File: config.mk
export PLATFORM = sky130hd
export DESIGN_NAME = jk_latch_bank_ctrl
export DESIGN_NICKNAME = d
export VERILOG_FILES = /design/src/rtl/jk_latch_bank_ctrl_pkg.sv /design/src/rtl/jk_latch_bank_ctrl_rr_arb2.sv /design/src/rtl/jk_latch_bank_ctrl.sv
export SDC_FILE = /design/constraint.sdc
export NUM_CORES = 1
export LEC_CHECK = 0
export BUFFER_PORTS_ARGS = -buffer_cell sky130_fd_sc_hd__buf_2
export CORE_MARGIN = 5
export CORE_UTILIZATION = 45
export DETAILED_ROUTE_END_ITERATION = 16
export GPL_TIMING_DRIVEN = 0
export PLACE_DENSITY_LB_ADDON = 0.12
export SYNTH_ARGS = -nofsm -noshare
export SYNTH_HDL_FRONTEND = slang
export SYNTH_HIERARCHICAL = 1
export SYNTH_SLANG_ARGS = --single-unit
export TNS_END_PERCENT = 10
File: constraint.sdc
create_clock -name clk -period 2 [get_ports clk]
set_input_delay 0.4 -clock clk [delete_from_list [all_inputs] [get_ports clk]]
set_output_delay 0.4 -clock clk [all_outputs]
set_load 0.01 [all_outputs]
File: src/rtl/jk_latch_bank_ctrl_pkg.sv
// Shared types for the JK latch bank sequencer: op codes and FSM states.
package jk_latch_bank_ctrl_pkg;

  // Op code is the {J,K} pair driven onto the shared latch bus.
  typedef enum logic [1:0] {
    OP_HOLD   = 2'b00,
    OP_RESET  = 2'b01,
    OP_SET    = 2'b10,
    OP_TOGGLE = 2'b11
  } op_e;

  // SETUP settles J/K, PULSE fires the enable, HOLD keeps J/K stable and samples Q.
  typedef enum logic [1:0] {
    ST_IDLE  = 2'b00,
    ST_SETUP = 2'b01,
    ST_PULSE = 2'b10,
    ST_HOLD  = 2'b11
  } state_e;

endpackage

File: src/rtl/jk_latch_bank_ctrl_rr_arb2.sv
// Two-way round-robin arbiter; on a tie the requester that did not win last time wins.
module rr_arb2 (
  input  logic       clk,
  input  logic       rst,
  input  logic [1:0] valid,
  input  logic       accept,
  output logic [1:0] grant
);

  logic last_grant;

  // Grant decode: a lone requester always wins, a tie goes away from last_grant.
  always_comb begin
    grant = valid;
    if (&valid) begin
      grant = last_grant ? 2'b01 : 2'b10;
    end
  end

  // Remember the winner of each accepted op; reset favours requester 0 first.
  always_ff @(posedge clk) begin
    if (rst) begin
      last_grant <= 1'b1;
    end else if (accept) begin
      last_grant <= grant[1];
    end
  end

endmodule

File: src/rtl/jk_latch_bank_ctrl.sv
// Sequencer for a bank of level-sensitive JK latches on a shared J/K bus.
// Each op runs SETUP -> PULSE -> HOLD so the enable is a single registered
// cycle with J/K already stable, which keeps TOGGLE from racing.
module jk_latch_bank_ctrl
  import jk_latch_bank_ctrl_pkg::*;
#(
  parameter int N_LATCH = 4,
  parameter int ADDR_W  = 2
) (
  input  logic               clk,
  input  logic               rst,
  input  logic               req0_valid,
  output logic               req0_ready,
  input  logic [ADDR_W-1:0]  req0_addr,
  input  logic [1:0]         req0_op,
  input  logic               req1_valid,
  output logic               req1_ready,
  input  logic [ADDR_W-1:0]  req1_addr,
  input  logic [1:0]         req1_op,
  output logic               latch_j,
  output logic               latch_k,
  output logic [N_LATCH-1:0] latch_en,
  input  logic [N_LATCH-1:0] latch_q,
  output logic               resp_valid,
  output logic               resp_id,
  output logic               resp_q,
  output logic               resp_err
);

  localparam int ADDR_SPAN = 2 ** ADDR_W;
  localparam logic [ADDR_W:0] N_LATCH_W = (ADDR_W + 1)'(N_LATCH);

  state_e                state_q;
  state_e                state_d;
  logic [1:0]            arb_valid;
  logic [1:0]            grant;
  logic                  accept;
  logic [ADDR_W-1:0]     sel_addr;
  op_e                   sel_op;
  logic [ADDR_W-1:0]     cmd_addr;
  op_e                   cmd_op;
  logic                  cmd_id;
  logic                  addr_ok;
  logic [ADDR_SPAN-1:0]  en_full;
  logic [ADDR_SPAN-1:0]  q_full;
  logic [N_LATCH-1:0]    en_mask;

  // Requests are only visible to the arbiter while idle; everything else is ignored.
  assign arb_valid  = (state_q == ST_IDLE) ? {req1_valid, req0_valid} : 2'b00;
  assign accept     = |grant;
  assign req0_ready = grant[0];
  assign req1_ready = grant[1];
  assign sel_addr   = grant[1] ? req1_addr : req0_addr;
  assign sel_op     = grant[1] ? op_e'(req1_op) : op_e'(req0_op);
  assign addr_ok    = ({1'b0, cmd_addr} < N_LATCH_W);

  rr_arb2 u_arb (
    .clk    (clk),
    .rst    (rst),
    .valid  (arb_valid),
    .accept (accept),
    .grant  (grant)
  );

  // State register.
  always_ff @(posedge clk) begin
    // NOTE: clocked state uses non-blocking assignments so every register
    // samples the pre-edge values of its neighbours.
    if (rst) begin
      state_q <= ST_IDLE;
    end else begin
      state_q <= state_d;
    end
  end

  // Next-state: one lap IDLE -> SETUP -> PULSE -> HOLD -> IDLE per accepted op.
  always_comb begin
    // NOTE: the default assignment first guarantees no path leaves state_d
    // unassigned, so no latch is inferred.
    state_d = state_q;
    unique case (state_q)
      ST_IDLE:  if (accept) state_d = ST_SETUP;
      ST_SETUP: state_d = ST_PULSE;
      ST_PULSE: state_d = ST_HOLD;
      ST_HOLD:  state_d = ST_IDLE;
      default:  state_d = ST_IDLE;
    endcase
  end

  // Enable decode: one-hot on the target latch, nothing for HOLD or an out-of-range address.
  always_comb begin
    en_full = '0;
    if (cmd_op != OP_HOLD) begin
      en_full[cmd_addr] = 1'b1;
    end
    en_mask = addr_ok ? en_full[N_LATCH-1:0] : '0;
  end

  // Widen Q to the full address span so unpopulated addresses read back as 0.
  always_comb begin
    q_full               = '0;
    q_full[N_LATCH-1:0]  = latch_q;
  end

  // Command register, J/K bus, registered enable pulse and response register.
  always_ff @(posedge clk) begin
    if (rst) begin
      cmd_addr   <= '0;
      cmd_op     <= OP_HOLD;
      cmd_id     <= 1'b0;
      latch_j    <= 1'b0;
      latch_k    <= 1'b0;
      latch_en   <= '0;
      resp_valid <= 1'b0;
      resp_id    <= 1'b0;
      resp_q     <= 1'b0;
      resp_err   <= 1'b0;
    end else begin
      latch_en   <= '0;
      resp_valid <= 1'b0;
      resp_id    <= 1'b0;
      resp_q     <= 1'b0;
      resp_err   <= 1'b0;
      if (accept) begin
        cmd_addr <= sel_addr;
        cmd_op   <= sel_op;
        cmd_id   <= grant[1];
        latch_j  <= sel_op[1];
        latch_k  <= sel_op[0];
      end
      if (state_q == ST_SETUP) begin
        latch_en <= en_mask;
      end
      if (state_q == ST_HOLD) begin
        resp_valid <= 1'b1;
        resp_id    <= cmd_id;
        resp_q     <= q_full[cmd_addr] & addr_ok;
        resp_err   <= ~addr_ok;
      end
    end
  end

endmodule

==> results.sh <==
export IMPL_syn2layout_area_growth_pct=28.3
export IMPL_max_vdd_ir_drop_v=0.000665
export IMPL_routed_via_count=541
export IMPL_clkPwrFrac_pct=15.4
export IMPL_syn_area_um2=699
export IMPL_fillCellCount=146
export IMPL_muxShareOfSynthArea_pct=10.4
export IMPL_synth_adder_area_share_pct=8.94
export IMPL_clkSinkCount=15
export IMPL_fin_ws_ns=0.0756
export IMPL_pwr_share_seq_pct=39.8
export IMPL_path_class="register to output pin"
export IMPL_synth_top_cells_by_area="dfxtp_1 (43%), ha_1 (8.9%), mux2i_1 (7.2%)"
export IMPL_setup_tns_final_ns=0
export IMPL_diodes=0
export IMPL_io_pins=28
export IMPL_cts_root_buf="clkbuf_4"
export IMPL_grt_max_degree=11
export IMPL_final_max_slew_viol_count=0
export IMPL_maxCapViolCount=0
export IMPL_dieArea_um2=2440
export IMPL_nNetsFinal=119
export IMPL_fin_crit_sh_pct=96.2
export IMPL_fin_skew_ns=0.00186
export IMPL_synth_xor_xnor_area_share_pct=0
export IMPL_critPathLaunchType="register"
export IMPL_outcome="finished clean"
export IMPL_synth_simple_gate_area_share_pct=21.3
export IMPL_dp_slack_ns=0.0125
export IMPL_drcViolationCount=0
export IMPL_fin_hold_ws_ns=0.316
export IMPL_ys_warn_count=6
export IMPL_cts_tree="yes"
export IMPL_start_util_pct=47.0
export IMPL_via_per_inst=4.79
export IMPL_p_sw_uw=387
export IMPL_hold_class="input port to register"
export IMPL_grt_usage_pct=11.4
export IMPL_cp_startpoint="state_q[0]"
export IMPL_synth_common_cells="dfxtp_1 (15), nor2b_1 (6), ha_1 (5), inv_1 (5), mux2i_1 (5)"
export IMPL_antenna_found_initial=0
export IMPL_die_h_um=49.4
export IMPL_synth_top_cell_area_share_pct=42.9
export IMPL_fmax_ghz=0.520
export IMPL_p_leak_uw=0.000432
export IMPL_clk_latency_ns=0.27
export IMPL_portBuffers=26
export IMPL_cellInternalPower_uw=705
export IMPL_cts_path_max_buffers=2
export IMPL_ys_ff_latch=15
export IMPL_firstDrtPassIters=2
export IMPL_syn_inst=66
export IMPL_min_from="rst"
export IMPL_r2r_start="state_q[0]"
export IMPL_power_uw=1090
export IMPL_avgSynthCellArea_um2=10.6
export IMPL_h_tree_depth=1
export IMPL_detail_route_antenna_nets=0
export IMPL_synth_top_area_cell="dfxtp_1"
export IMPL_synth_compound_area_share_pct=9.84
export IMPL_ys_flop_type="dfxtp_1"
export IMPL_synth_top_family_by_area="simple AND/OR/NAND/NOR gates"
export IMPL_async_flop_share_pct=0
export IMPL_drive_gt1_share_pct=39.2
export IMPL_rsz0062_at_grt="yes"
export IMPL_hold_buffers=0
export IMPL_swShare_pct=35.5
export IMPL_layout_min_cycle_time_ns=1.92
export IMPL_ys_seq_area_share_pct=42.9
export IMPL_p_comb_share_pct=44.8
export IMPL_yosysMostFrequentCell="dfxtp_1"
export IMPL_post_drt_wl_per_cell_um=11.9
export IMPL_setup_viol=0
export IMPL_crit_arrival_ns=1.52
export IMPL_wirelength_um=1340
export IMPL_first_global_vias=517
export IMPL_met3_length_um=132
export IMPL_cts_buffers_inserted=3
export IMPL_drt_iter0_markers=1
export IMPL_synth_edff_count=0
export IMPL_wirelength_met1_um=605
export IMPL_num_rows=14
export IMPL_cp_max_fo=4
export IMPL_gp_congestion=0.737
export IMPL_cp_end_kind="output pin"
export IMPL_maxUsedRoutingLayer="met3"
export IMPL_syn_nets=87
export IMPL_place_hpwl_um=995
export IMPL_die_width_um=49.4
export IMPL_p_per_area_nw_per_um2=1220
export IMPL_dr_wl_met2_um=603
export IMPL_overflow=0
export IMPL_fp_coreArea_um2=1490
export IMPL_path_clk_slew_ns=0.09
export IMPL_synth_cell_type_count=25
export IMPL_hold_viol=0
export IMPL_crit_required_ns=1.60
export IMPL_grt_pass1_wl_um=2170
path summary, 6_finish.rpt:
path,endpoint,slack (ns),cells after the start
max,req0_ready,0.08,5
min,u_arb/last_grant,0.32,2
max reg2reg,state_q[0],0.09,7
min reg2reg,resp_id,0.46,1
cell type report:
class / instances / area (um^2) / area share [%]
multi-input combinational: 43 / 368 / 41.0
clock buffer: 4 / 26.3 / 2.93
tap: 16 / 20.0 / 2.23
inverter: 5 / 18.8 / 2.09
timing repair buffer: 27 / 138 / 15.3
sequential: 15 / 303 / 33.8
buffer: 3 / 23.8 / 2.65
power by group through the flow:
stage	Clock (uW)	Combinational [uW]	Sequential, uW
6_report	168	489	435
4_1_cts	176	493	430
5_1_grt	194	545	447
3_3_place_gp	0	454	429
3_5_place_dp	0	461	432
2_1_floorplan	0	343	430
cells by family (layout without fill, tap and decap cells):
kind of cell,after synthesis,count (layout)
and+or+nand+nor,22,22
DFF,15,15
AOI/OAI and AO/OA,9,9
buffers and inverters,8,39
muxes,6,6
adders and majority gates,5,5
other,1,1
cells in the final DEF (no fill, tap or decap), types with 2 or more instances in the layout:
cell / n
dfxtp_2: 2
a211oi_1: 4
ha_1: 5
clkbuf_4: 3
buf_4: 2
buf_2: 27
inv_1: 5
and2_1: 4
dfxtp_1: 13
nor4b_1: 2
mux2i_1: 5
nor2b_1: 6
nand2b_1: 4
metrics by stage:
step	util, %	area, um^2	instances
3_3_place_gp	57.1	850	108
6_report	60.3	897	113
3_5_place_dp	57.1	850	108
2_1_floorplan	-	699	66
4_1_cts	60.1	895	113
5_1_grt	60.3	897	113
registers in the layout, indices dropped and copies added (netlist names):
name	cells
cmd_id	1
latch_j	1
resp_valid	1
resp_q	1
state_q	2
cmd_op	1
cmd_addr	2
latch_en	4
resp_id	1
u_arb/last_grant	1
timing repair:
| action | CTS | global route |
|---|---|---|
| endpoints found under the setup margin | 3 | 2 |
| resized for setup | 3 | 2 |
| setup buffers | 1 | 0 |
| pin swaps | 1 | 0 |
per-layer routing:
layer	GRT usage, %	up-vias
met3	4.28	0
met2	18.2	19
met4	5.24	0
li1	-	291
met1	13.3	231
met5	0	-
critical path, cell delays in order (launching register included):
cell,delay [ns]
dfxtp_2,0.34
inv_1,0.10
ha_1,0.20
and2_1,0.21
a21boi_1,0.24
buf_2,0.17
(Power assumes the default switching activity.)
